[src/rtl/down_counter_4b_if.sv]
// Control/status bundle for the loadable countdown timer: load/enable toward the
// counter, count/busy/done/borrow back to the requester.
interface down_counter_4b_if #(
  parameter int WIDTH = 4
);
  logic             load;
  logic [WIDTH-1:0] load_val;
  logic             en;
  logic [WIDTH-1:0] out;
  logic             busy;
  logic             done;
  logic             borrow;

  modport master (
    output load, load_val, en,
    input  out, busy, done, borrow
  );

  modport slave (
    input  load, load_val, en,
    output out, busy, done, borrow
  );
endinterface

[src/rtl/down_counter_4b.sv]
// Loadable countdown timer: ripple-borrow full-subtractor chain computes out-1, a
// 3-state FSM counts a loaded value to zero and pulses done. Define AUTO_RELOAD_EN
// to restart from the last loaded value instead of stopping at the terminal count.
module down_counter_4b #(
  parameter int WIDTH = 4
) (
  input  logic               clk,
  input  logic               rst,
  down_counter_4b_if.slave   bus
);

  typedef enum logic [1:0] {
    IDLE = 2'd0,
    RUN  = 2'd1,
    DONE = 2'd2
  } state_t;

  state_t           state;
  logic [WIDTH-1:0] cnt;
  logic             busy_q;
  logic             done_q;
  logic [WIDTH-1:0] dec;
  logic [WIDTH:0]   brw;

  // One full-subtractor cell: returns {borrow_out, diff} for a - b - bin.
  function automatic logic [1:0] full_sub(input logic a, input logic b, input logic bin);
    logic d;
    logic bout;
    d    = a ^ b ^ bin;
    bout = (~a & b) | (~(a ^ b) & bin);
    return {bout, d};
  endfunction

  assign brw[0] = 1'b1;

  for (genvar i = 0; i < WIDTH; i++) begin : g_fs
    assign {brw[i+1], dec[i]} = full_sub(cnt[i], 1'b0, brw[i]);
  end

`ifdef AUTO_RELOAD_EN
  logic [WIDTH-1:0] reload;
`endif

  always_ff @(posedge clk) begin
    if (rst) begin
      state  <= IDLE;
      cnt    <= '0;
      busy_q <= 1'b0;
      done_q <= 1'b0;
`ifdef AUTO_RELOAD_EN
      reload <= '0;
`endif
    end else begin
      done_q <= 1'b0;
      if (bus.load) begin
        // Load wins over en in every state; a zero load terminates immediately.
        cnt <= bus.load_val;
`ifdef AUTO_RELOAD_EN
        reload <= bus.load_val;
`endif
        if (bus.load_val != '0) begin
          state  <= RUN;
          busy_q <= 1'b1;
        end else begin
          state  <= DONE;
          busy_q <= 1'b0;
          done_q <= 1'b1;
        end
      end else begin
        case (state)
          RUN: begin
            if (bus.en) begin
              if (cnt == WIDTH'(1)) begin
`ifdef AUTO_RELOAD_EN
                if (reload != '0) begin
                  cnt    <= reload;
                  done_q <= 1'b1;
                end else begin
                  cnt    <= '0;
                  state  <= DONE;
                  busy_q <= 1'b0;
                  done_q <= 1'b1;
                end
`else
                cnt    <= '0;
                state  <= DONE;
                busy_q <= 1'b0;
                done_q <= 1'b1;
`endif
              end else begin
                cnt <= dec;
              end
            end
          end
          DONE: begin
            state  <= IDLE;
            busy_q <= 1'b0;
          end
          default: begin
            state  <= IDLE;
            busy_q <= 1'b0;
          end
        endcase
      end
    end
  end

  assign bus.out    = cnt;
  assign bus.busy   = busy_q;
  assign bus.done   = done_q;
  assign bus.borrow = brw[WIDTH];

endmodule

[src/flat_wrapper.sv]
// flat-port wrapper written by rule: the top's interface ports become plain ports
module down_counter_4b_flat 
#(
  parameter int WIDTH = 4
)
  (clk, rst, bus_load, bus_load_val, bus_en, bus_out, bus_busy, bus_done, bus_borrow);
  down_counter_4b_if #(.WIDTH(WIDTH)) bus_i ();
  input  logic clk;
  input  logic rst;
  input wire logic [$bits(bus_i.load)-1:0] bus_load;
  input wire logic [$bits(bus_i.load_val)-1:0] bus_load_val;
  input wire logic [$bits(bus_i.en)-1:0] bus_en;
  output wire logic [$bits(bus_i.out)-1:0] bus_out;
  output wire logic [$bits(bus_i.busy)-1:0] bus_busy;
  output wire logic [$bits(bus_i.done)-1:0] bus_done;
  output wire logic [$bits(bus_i.borrow)-1:0] bus_borrow;
  assign bus_i.load = bus_load;
  assign bus_i.load_val = bus_load_val;
  assign bus_i.en = bus_en;
  assign bus_out = bus_i.out;
  assign bus_busy = bus_i.busy;
  assign bus_done = bus_i.done;
  assign bus_borrow = bus_i.borrow;
  down_counter_4b #(.WIDTH(WIDTH)) u_core (.clk(clk), .rst(rst), .bus(bus_i));
endmodule
[config.mk]
export PLATFORM = sky130hd
export DESIGN_NAME = down_counter_4b_flat
export DESIGN_NICKNAME = d
export VERILOG_FILES = /design/src/rtl/down_counter_4b_if.sv /design/src/rtl/down_counter_4b.sv /design/src/flat_wrapper.sv
export SDC_FILE = /design/constraint.sdc
export NUM_CORES = 1
export LEC_CHECK = 0
export CORE_AREA = 2 2 39 41
export CTS_CLUSTER_SIZE = 28
export DETAILED_ROUTE_END_ITERATION = 16
export DIE_AREA = 0 0 41 43
export SLEW_MARGIN = 20
export SYNTH_ARGS = -nofsm -noshare
export SYNTH_HDL_FRONTEND = slang
export SYNTH_SLANG_ARGS = --single-unit
[constraint.sdc]
create_clock -name clk -period 1.3 [get_ports clk]
set_input_delay 0.195 -clock clk [delete_from_list [all_inputs] [get_ports clk]]
set_output_delay 0.195 -clock clk [all_outputs]
set_load 0.02 [all_outputs]
==> flow_summary_export.csv, run 1 <==
group,metric,value,unit
global_routing,overflow,0,
sta,rsz0062_at_grt,"yes",
synthesis,yosys_warnings,0,
run_status,status,"finished, violations left",
placement,place_congestion,0.714,
finish,num_antenna_cells,0,
synthesis,synth_area,443,um2
setup_path,critPathCaptureType,"primary output",
clocking,path_clk_slew,0.05,ns
global_routing,antenna_found_initial,0,
synthesis,synth_commonest_cells,"7 x dfxtp_1, 5 x a21oi_1, 5 x inv_1",
setup_path,reg2reg_depth,6,
synthesis,ys.flop_type,"dfxtp_1",
clocking,clockBufferDepth,2,
sta,hold_violations,0,
detailed_routing,drtAntennaViolNets,0,
hold_path,hold_path_startpoint,"u_core.bus.out[0]",
sta,tightest_slew,0.253,ns
placement,dp_hpwl,794,um
placement,dpl_cell_area,683,um2
sta,fin_ws,-0.0982,ns
sta,final_max_slew_viol_count,0,
floorplan,rows,14,
floorplan,pin_count,15,
clocking,cts_tree,"built",
finish,syn_to_final_growth,71.2,%
power,vdd.ir_drop.worst,0.529,mV
setup_path,critical_path.max_fanout,2,
clocking,cts_setup_buffers,0,
synthesis,synthCells,45,
sta,min_period,1.40,ns
hold_path,hp-class,"flop to flop",
setup_path,worstSetupPathType,"flop to primary output",
detailed_routing,drt-vias-per-instance,4.64,
detailed_routing,firstDrtPassIters,4,
placement,pre_cts_slack,-0.294,ns
finish,finish.net_count,85,
sta,relSlewSlack,0.829,
setup_path,worstPathRequired,1.11,ns
sta,finalClockSkew,0.00246,ns
detailed_routing,drc,0,
clocking,htree_levels,1,
detailed_routing,wirelength,988,um
floorplan,die_h,43,um
run,maxCapViolations,0,
global_routing,grt_pass1_wl,1.53,mm
power,power.leakage,0.316,nW
sta,whs,0.578,ns
clocking,cts_buffers,3,
power,p_per_area,878,nW/um2
setup_path,critPathArrivalTime,1.20,ns
setup_path,r2r_end,"u_core.bus.done",
synthesis,synth-edff-count,0,
setup_path,rrSetupSlack,0.04,ns
sta,finalSetupTns,-0.0982,ns
hold_path,hold_end,"u_core.bus.out[0]",
floorplan,fp.dieArea,1760,um2
synthesis,ys_ff_latch,7,
sta,finalSetupViolCount,1,
finish,drive_above_1_share,0.389,
setup_path,start_kind,"flop",
synthesis,syn-num-nets,57,
clocking,insertion_delay,0.25,ns
global_routing,grt_use_total,0.138,
detailed_routing,wl_per_cell,11.2,um
synthesis,synth.avg_cell_area,9.84,um2
synthesis,synth_top_cell_by_area,"dfxtp_1",
synthesis,synthTopCellsByArea,"dfxtp_1 32%, ha_1 11%, mux2i_1 6.8%",
floorplan,die_width,41,um
placement,portBuffers,14,
synthesis,synth_cell_types,23,
clocking,cts-root-buf,"clkbuf_4",
synthesis,synth.most_common_cell,"dfxtp_1",
finish,final_util,0.548,
power,total_power,0.666,mW
hold_path,holdPathStages,2,
detailed_routing,first_iter_violations,6,
finish,stdcell_count,88,
floorplan,core_area,1380,um2
clocking,cts_num_sinks,7,
floorplan,initial_core_util,0.320,
synthesis,synthArstFlopShare,0,
sta,max_freq,715,MHz
placement,placedCellCount,84,
finish,stdcell_area,758,um2
clocking,postCtsHoldBufs,0,
global_routing,grt_pass1_vias,385,
synthesis,yosysSeqAreaShare,0.316,
sta,period_share,1.08,
synthesis,netlist.area_leader.share,0.316,
setup_path,reg2reg_from,"u_core.bus.out[1]",
detailed_routing,vias,408,
global_routing,grt_max_degree,6,
run_status,violations,"setup timing",
-- state kept, by name, indices dropped and copies added, names as in the netlist --
register,count
u_core.bus.busy,1
u_core.bus.out,4
u_core.state,1
u_core.bus.done,1
-- placed cells by master (no fill, tap or decap) --
cell	instances
clkbuf_1	1
nand3b_1	1
o41ai_1	1
ha_4	4
nor2b_1	1
nor3b_1	1
o21a_1	2
inv_4	1
mux2i_1	3
nor2_2	1
clkdlybuf4s50_1	7
dfxtp_4	2
buf_6	1
nand4bb_4	1
or4_4	1
nand2_1	2
inv_2	1
a21oi_1	5
nor4bb_1	1
mux2_4	1
clkdlybuf4s15_1	1
a2bb2oi_1	1
nand4_1	1
clkbuf_4	3
dfxtp_1	5
nor2_1	2
inv_1	3
buf_4	11
nor3b_4	1
nand2b_1	1
dlygate4sd2_1	5
-- how the worst max path moves through the flow --
stage                       from                end  slack, ns  cells past startpoint
2_1_floorplan  u_core.bus.out[0]  u_core.bus.out[3]      0.004                      6
3_3_place_gp   u_core.bus.out[1]         bus_borrow      -0.29                      5
3_5_place_dp   u_core.bus.out[1]         bus_borrow      -0.29                      5
4_1_cts        u_core.bus.out[0]         bus_borrow      -0.17                      5
5_1_grt        u_core.bus.out[1]         bus_borrow      -0.13                      5
6_report       u_core.bus.out[1]         bus_borrow       -0.1                      5
-- timing repair --
item,4_1_cts,5_1_grt
endpoints found under the setup margin,9,8
endpoints found under the hold margin,0,0
resized for setup,11,10
pin swaps,0,5
gates cloned,0,0
-- critical path, stage by stage, from the launching register on --
cell	delay (ns)
dfxtp_4	0.35
inv_4	0.04
ha_4	0.15
ha_4	0.15
ha_4	0.15
buf_6	0.12
-- routing by layer --
| metal | routed length, um | track usage | up-vias | part of all wire |
|---|---|---|---|---|
| met1 | 450 | 0.178 | 182 | 0.46 |
| met3 | 31 | 0 | 4 | 0.031 |
| met4 | 47 | 0.160 | 0 | 0.048 |
| li1 | - | - | 213 | - |
| met2 | 459 | 0.181 | 9 | 0.46 |
| met5 | 0 | 0 | - | 0 |
-- final cells by class --
class,count,area [um2]
Multi-Input combinational cell,31,325
Clock buffer,4,26.3
Fill cell,132,626
Timing Repair Buffer,25,218
Inverter,5,21.3
Sequential cell,7,148
Tap cell,16,20.0
-- cells by family (layout without fill, tap and decap cells) --
logic type      Yosys count  count (layout)  share of synthesized area
fa+ha+maj                 4               4                      0.113
simple gates             14              14                      0.263
mux                       4               4                      0.102
flops                     7               7                      0.316
compound gates            9               9                      0.130
buf+inv                   7              34                     0.0763
-- report_power, final --
group	leakage, nW	internal (mW)	switching [mW]
clock	0.0150	0.117	0.0793
sequential	0.0589	0.228	0.00825
combinational	0.242	0.129	0.105
total	0.316	0.474	0.193
Note: power is estimated with default switching activity, not from simulation.
==> run 2, diff against run 1 <==
--- a/config.mk
+++ b/config.mk
@@ -5,8 +5,8 @@
 export SDC_FILE = /design/constraint.sdc
 export NUM_CORES = 1
 export LEC_CHECK = 0
+export ABC_AREA = 1
 export CORE_AREA = 2 2 39 41
-export CTS_CLUSTER_SIZE = 28
 export DETAILED_ROUTE_END_ITERATION = 16
 export DIE_AREA = 0 0 41 43
 export SLEW_MARGIN = 20
==> flow_summary_export.csv, run 2 <==
group,metric,value,unit
run_status,status,"finished, violations left",
run_status,violations,"setup timing",
setup_path,crit_path_cell_trace,"inv_4, ha_4, ha_4, ha_4, buf_6",
synthesis,synth-edff-count,0,
setup_path,r2r_end,"u_core.bus.out[3]",
clocking,cts_tree,"built",
clocking,cts_num_sinks,7,
setup_path,worstPathRequired,1.11,ns
sta,relSlewSlack,0.846,
setup_path,start_kind,"flop",
synthesis,synth_commonest_cells,"15 x nand2_1, 11 x nor2_1, 10 x inv_1",
synthesis,synth_area,424,um2
clocking,clockBufferDepth,2,
finish,final_util,0.515,
synthesis,syn-num-nets,75,
synthesis,synth_cell_types,13,
global_routing,antenna_found_initial,0,
placement,pre_cts_slack,-0.237,ns
setup_path,reg2reg_depth,9,
sta,hold_violations,0,
floorplan,pin_count,15,
synthesis,yosysSeqAreaShare,0.330,
setup_path,critical_path.max_fanout,2,
hold_path,hold_end,"u_core.bus.busy",
power,total_power,0.648,mW
detailed_routing,first_iter_violations,5,
clocking,insertion_delay,0.25,ns
global_routing,grt_max_degree,8,
synthesis,synth.avg_cell_area,6.73,um2
setup_path,worstSetupPathType,"flop to primary output",
synthesis,synth_top_cell_by_area,"dfxtp_1",
global_routing,grt_use_total,0.137,
setup_path,cpMostUsedCell,"ha_4",
hold_path,holdPathStages,3,
sta,min_period,1.41,ns
finish,largest_reg_flops,4,
detailed_routing,wirelength,972,um
floorplan,die_width,41,um
synthesis,ys.flop_type,"dfxtp_1",
floorplan,initial_core_util,0.307,
power,power.leakage,0.360,nW
detailed_routing,firstDrtPassIters,4,
clocking,path_clk_slew,0.06,ns
floorplan,rows,14,
clocking,cts_buffers,3,
sta,final_max_slew_viol_count,0,
floorplan,fp.dieArea,1760,um2
clocking,cts-root-buf,"clkbuf_4",
power,vdd.ir_drop.worst,0.450,mV
placement,portBuffers,14,
sta,period_share,1.08,
sta,finalSetupViolCount,1,
finish,syn_to_final_growth,68.1,%
floorplan,core_area,1380,um2
setup_path,critPathCaptureType,"primary output",
sta,finalClockSkew,0.00112,ns
power,p_per_area,908,nW/um2
global_routing,overflow,0,
hold_path,hp-class,"flop to flop",
sta,max_freq,712,MHz
detailed_routing,wl_per_cell,9.26,um
detailed_routing,drt-vias-per-instance,4.39,
finish,drive_above_1_share,0.292,
synthesis,netlist.area_leader.share,0.330,
setup_path,critPathArrivalTime,1.21,ns
detailed_routing,vias,461,
placement,place_congestion,0.752,
global_routing,grt_pass1_wl,1.64,mm
placement,dp_hpwl,781,um
hold_path,hold_path_startpoint,"u_core.state[1]",
placement,placedCellCount,100,
detailed_routing,drtAntennaViolNets,0,
sta,tightest_slew,0.230,ns
setup_path,reg2reg_from,"u_core.bus.out[0]",
setup_path,rrSetupSlack,0,ns
clocking,htree_levels,1,
synthesis,synthArstFlopShare,0,
setup_path,slowest_stage,"dfxtp_4",
finish,stdcell_count,105,
setup_path,critical_path_buf_inv_count,2,
synthesis,synthTopCellsByArea,"dfxtp_1 33%, nand2_1 13%, ha_1 12%",
global_routing,grt_pass1_vias,424,
finish,finish.net_count,102,
run,maxCapViolations,0,
sta,finalSetupTns,-0.105,ns
synthesis,synthCells,63,
synthesis,synth.most_common_cell,"nand2_1",
synthesis,yosys_warnings,0,
detailed_routing,drc,0,
sta,fin_ws,-0.105,ns
finish,nFillCells,141,
finish,num_antenna_cells,0,
sta,rsz0062_at_grt,"yes",
setup_path,slowest_delay,0.36,ns
finish,layout_commonest_cell,"nand2_1",
finish,final_cell_mix,"15 x nand2_1, 11 x nor2_1, 8 x inv_1, 8 x buf_4, 7 x clkdlybuf4s50_1",
clocking,postCtsHoldBufs,0,
synthesis,ys_ff_latch,7,
floorplan,die_h,43,um
setup_path,critPathTopFamily,"adder cells",
run 2: stage by stage:
stage	instance area (um2)	hold WS, ns
floorplan	473	0.258
global placement	686	0.578
detailed placement	686	0.584
CTS	713	0.591
global route	713	0.622
finish	713	0.594
run 2: power breakdown:
part / switching (mW) / internal (mW) / total (mW)
Clock: 0.0901 / 0.118 / 0.208
Sequential: 0.00836 / 0.227 / 0.235
Combinational: 0.100 / 0.105 / 0.205
run 2: final cells by class:
type | instances | area (um2) | share of cell area
clock buffer | 4 | 26.3 | 0.0368
tap | 16 | 20.0 | 0.0281
multi-input combinational | 44 | 277 | 0.388
inverter | 12 | 47.5 | 0.0667
timing repair buffer | 22 | 194 | 0.272
sequential | 7 | 149 | 0.209
run 2: worst max-delay path by stage:
stage | startpoint | to | slack, ns | depth (start not counted)
2_1_floorplan | u_core.bus.out[0] | u_core.bus.out[3] | -0.02 | 9
4_1_cts | u_core.bus.out[1] | bus_borrow | -0.12 | 5
3_5_place_dp | u_core.bus.out[0] | bus_borrow | -0.24 | 5
5_1_grt | u_core.bus.out[0] | bus_borrow | -0.14 | 5
3_3_place_gp | u_core.bus.out[0] | bus_borrow | -0.23 | 5
6_report | u_core.bus.out[0] | bus_borrow | -0.11 | 5
run 2: what timing repair did:
action                                  in CTS  in global routing
buffers inserted                             1                  0
cloned                                       0                  0
pin swaps                                    4                  1
endpoints found under the setup margin       8                  2
resized for setup                           12                  0
run 2: per-layer routing:
layer,routed length (um),vias up,track usage
met5,0,-,0
met4,10,0,0.0600
met3,46,2,0.0471
met2,445,10,0.200
met1,469,205,0.176
li1,-,244,-
run 2: worst register-to-register path, cell delays in order, from the launching register on:
cell and delay (ns):
dfxtp_4 0.36, inv_4 0.04, ha_4 0.15, ha_4 0.15, ha_4 0.25, inv_1 0.03, nand2_1 0.05, nor2_1 0.04
nor2_1 0.08, nor2_1 0.04
run 2: cell families after synthesis:
logic type               share of synthesized area
adder cells (fa/ha/maj)                      0.118
AO/OA/AOI/OAI                               0.0472
flip-flops                                   0.330
AND/OR/NAND/NOR                              0.398
buffers and inverters                        0.106
==> edit 1 (settings of run 1) <==
The option `AUTO_RELOAD_EN` is turned on by a define.
--- a/src/rtl/down_counter_4b.sv
+++ b/src/rtl/down_counter_4b.sv
@@ -1,6 +1,8 @@
 // Loadable countdown timer: ripple-borrow full-subtractor chain computes out-1, a
 // 3-state FSM counts a loaded value to zero and pulses done. Define AUTO_RELOAD_EN
 // to restart from the last loaded value instead of stopping at the terminal count.
+`define AUTO_RELOAD_EN
+
 module down_counter_4b #(
   parameter int WIDTH = 4
 ) (
Behaviour: not the same (Yosys sat finds a counterexample within 4 cycles, from zero or initial values and one cycle with rst high).
==> edit 1 against run 1 <==
The run still ends with negative setup slack left. Wire length increased by 46%. Area after synthesis is 40% higher. Utilization is 18 points higher. Setup slack got worse by 0.15 ns. Total power up 35%. Design area rose by 33%. Worst hold slack got worse by 0.020 ns. Sequential cell count increased by 4.
==> edit 1: results (changes against run 1) <==
status finished with violations; violated checks negative setup slack; Data arrival, critical path 1.74 ns (+0.54 ns); Final setup violation count 6 (+5); P_leak 0.430 nW (+36%); Final GP Congestion 0.779 (+9.1%); vias in the first global route 589 (+53%); slew margin rel. 0.723 (-0.106); Sw Ratio 0.296 (+0.00722); Slew Limit Fails 0 (unchanged); Detailed Route WL 1.44 mm (+46%); Crit Path Max Fanout 5 (+3); worst skew pair latency 0.27 ns (+0.02 ns); Syn Nets 76 (+33%); min setup slack post-route -0.253 ns (-0.155 ns); per-cell routed wire length 12.6 µm (+13%); routed vias 605 (+48%); largest net degree at the start of global routing 7 (+1); Worst path max stage delay 0.40 ns (+0.05 ns); Post-synth top cells 11 x dfxtp_1, 9 x inv_1, 6 x nor2_1; register area share after synthesis 0.356 (+0.0399); leading post-synthesis cells by cell area dfxtp_1 36%, ha_1 8.1%, a221oi_2 7.3%; Peak VDD IR 0.000651 V (+23%); worst slack, placed -0.268 ns (+0.0261 ns); clock-pin slew on the worst setup and hold paths 0.07 ns (+0.02 ns); Total GRT Usage 0.199 (+0.0612); Detail Placement HPWL 1.17 mm (+47%); Final Skew 0.00359 ns (+0.00113 ns); placed cell area 963 µm² (+41%); Slowest cell on crit path or3b_4; first-pass GRT wire length 2.42 mm (+58%); number of antenna repair diodes 0 (unchanged); Syn Inst Count 64 (+42%); Starting DRT DRC Count 9 (+3); share of cells above drive strength 1 0.408 (+0.0193)
-- edit 1: power by group through the flow --
stage,Sequential [mW],Combinational (mW),Clock [mW]
5_1_grt,0.383,0.306,0.255
6_report,0.381,0.278,0.240
4_1_cts,0.380,0.277,0.245
3_5_place_dp,0.388,0.275,0
2_1_floorplan,0.406,0.132,0
3_3_place_gp,0.387,0.271,0
-- edit 1: logic make-up (layout without fill, tap and decap cells) --
logic type      count (synthesis)  after routing  share of synthesized area
fa+ha+maj                       4              4                     0.0810
compound gates                 18             18                      0.259
mux                             4              4                     0.0648
buf+inv                        12             46                     0.0749
flops                          11             11                      0.356
simple gates                   15             15                      0.164
-- edit 1: worst max-delay path: cells and delay by family, from the launching register on --
kind | cells | cell delay, ns
and+or+nand+nor | 1 | 0.40
AOI/OAI and AO/OA | 2 | 0.53
adders and majority gates | 1 | 0.13
DFF | 1 | 0.35
buffers and inverters | 1 | 0.07
-- edit 1: cell type report --
cell class	instances	area, µm²
inverters	9	38.8
repair buffers	33	280
well taps	16	20.0
flip-flops and latches	11	229
clock buffers	4	26.3
multi-input cells	41	417
fillers	112	373
-- edit 1: metrics by stage --
step / power [mW] / setup TNS (ns)
5_1_grt: 0.943 / -1.54
3_5_place_dp: 0.663 / -2.05
3_3_place_gp: 0.657 / -1.94
2_1_floorplan: 0.538 / -0.838
4_1_cts: 0.903 / -1.33
6_report: 0.899 / -1.23
-- edit 1: path summary, 6_finish.rpt --
| path | from | to | slack (ns) | depth (start not counted) |
|---|---|---|---|---|
| max | u_core.bus.out[1] | u_core.bus.out[3] | -0.25 | 5 |
| min reg2reg | u_core.state[1] | u_core.bus.busy | 0.56 | 2 |
| min | u_core.state[1] | u_core.bus.busy | 0.56 | 2 |
| max reg2reg | u_core.bus.out[1] | u_core.bus.out[3] | -0.25 | 5 |
-- edit 1: per-layer routing --
layer,up-vias,track usage,share of wire
met1,282,0.252,0.46
met3,2,0.0471,0.044
met4,0,0.0800,0.0083
met2,16,0.309,0.48
met5,-,0,0
li1,305,-,-
-- edit 1: timing repair --
action / CTS / global route
cloned: 0 / 0
endpoints found under the hold margin: 0 / 0
resized for setup: 15 / 1
hold buffers: 0 / 0
pin swaps: 2 / 5
endpoints found under the setup margin: 12 / 9
buffers inserted: 1 / 2
==> edit 2 (config.mk and constraints of run 1) <==
Made on the original files. Encoding of `state_t`: now one-hot (3 bits for 3 states).
--- a/src/rtl/down_counter_4b.sv
+++ b/src/rtl/down_counter_4b.sv
@@ -9,10 +9,10 @@
   down_counter_4b_if.slave   bus
 );
 
-  typedef enum logic [1:0] {
-    IDLE = 2'd0,
-    RUN  = 2'd1,
-    DONE = 2'd2
+  typedef enum logic [2:0] {
+    IDLE = 3'b001,
+    RUN  = 3'b010,
+    DONE = 3'b100
   } state_t;
 
   state_t           state;
Formal check against the unedited RTL: same outputs for any inputs over 10 cycles, from zero or initial values and one cycle with rst high; not proved beyond that.
==> edit 2 against run 1 <==
The flow still finishes with violations (negative setup slack). Wire length is 7.8% higher. Clock power is 6% higher. Area after synthesis shrank 0.85%. Design area rose by 4.0%. Sequential cell count increased by 1. Synthesized cell count grew 6.7%. Total power up 2.4%. Setup slack lost 0.025 ns.
==> edit 2: results (changes against run 1) <==
Peak VDD IR 0.000686 V (+30%); register area share after synthesis 0.365 (+0.0483); Avg Vias per Cell 4.91 (+5.9%); per-cell routed wire length 11.7 µm (+4.2%); vias in the first global route 428 (+11%); Yosys cell types 23 (unchanged); share of cells above drive strength 1 0.373 (-0.0156); leading post-synthesis cells by cell area dfxtp_1 36%, ha_1 11%, inv_1 5.1%; Final Skew 0.00727 ns (+0.00481 ns); Final GP Congestion 0.694 (-2.9%); Starting DRT DRC Count 2 (-4); largest net degree at the start of global routing 16 (+10); async set-reset flop share out of synthesis 0 (unchanged); violated checks negative setup slack; status finished with violations; Clk Tree Root Cell clkbuf_4; Detail Placement HPWL 846 µm (+6.5%); slew margin rel. 0.812 (-0.0171); Final setup violation count 7 (+6); first-pass GRT wire length 1.70 mm (+11%); Layout Nets 88 (+3.5%); Post-synth top cells 8 x dfxtp_1, 6 x inv_1, 4 x ha_1; clock-pin slew on the worst setup and hold paths 0.06 ns; Crit Path Max Fanout 3 (+1); P_leak 0.325 nW (+2.8%); Total GRT Usage 0.148 (+0.00991); Syn Inst Count 48 (+6.7%); Syn Nets 60 (+5.3%); Finished Layout Cells 91 (+3.4%); Placed Cells 85 (+1.2%); min setup slack post-route -0.123 ns (-0.0252 ns); Data arrival, critical path 1.23 ns (+0.03 ns); worst slack, placed -0.282 ns (+0.0123 ns)
-- edit 2: cell families after synthesis --
logic type | synth area share
adder cells (fa/ha/maj) | 0.114
AO/OA/AOI/OAI | 0.174
flip-flops | 0.365
AND/OR/NAND/NOR | 0.276
buffers and inverters | 0.0712
-- edit 2: worst max-delay path, cell delays in order (launching register included) --
cell     delay, ns
dfxtp_4       0.35
inv_4         0.05
ha_4          0.15
ha_4          0.15
ha_4          0.14
buf_6         0.12
-- edit 2: timing repair --
action	CTS	global route
endpoints found under the setup margin	13	7
hold endpoints to repair	0	0
resized for setup	14	6
pin swaps	1	2
setup buffers	0	2
-- edit 2: per-stage QoR --
stage	util	power, mW	cell area, µm²	TNS (ns)
2_1_floorplan	-	0.377	489	-0.130
3_3_place_gp	0.512	0.462	708	-1.72
3_5_place_dp	0.512	0.463	708	-1.83
4_1_cts	0.539	0.674	746	-0.629
5_1_grt	0.570	0.727	788	-1.00
6_report	0.570	0.682	788	-0.641
-- edit 2: report_power, final --
| part | switching, mW | internal (mW) | leakage (nW) | total [mW] |
|---|---|---|---|---|
| Sequential | 0.00747 | 0.258 | 0.0672 | 0.265 |
| Combinational | 0.0956 | 0.113 | 0.243 | 0.209 |
| Clock | 0.0901 | 0.118 | 0.0150 | 0.208 |
| Total | 0.193 | 0.489 | 0.325 | 0.682 |
-- edit 2: path summary, 6_finish.rpt --
path / startpoint / to / slack, ns / cells after the start
setup / recovery: u_core.bus.out[1] / bus_borrow / -0.12 / 5
hold / removal: u_core.bus.out[0] / u_core.bus.out[0] / 0.52 / 2
setup reg to reg: u_core.bus.out[0] / u_core.bus.out[2] / -0.10 / 6
hold reg to reg: u_core.bus.out[0] / u_core.bus.out[0] / 0.52 / 2
-- edit 2: area by class of cell --
type                       count  area, µm²
clock buffer                   4       26.3
fill                         139        596
inverter                       6       25.0
multi-input combinational     32        329
sequential                     8        168
tap                           16       20.0
timing repair buffer          25        220
-- edit 2: routing by layer --
metal / global-route usage / vias up / routed length [µm]
met1: 0.161 / 205 / 489
met5: 0 / - / 0
met4: 0.100 / 0 / 9
met2: 0.228 / 12 / 513
met3: 0.0471 / 2 / 52
li1: - / 228 / -
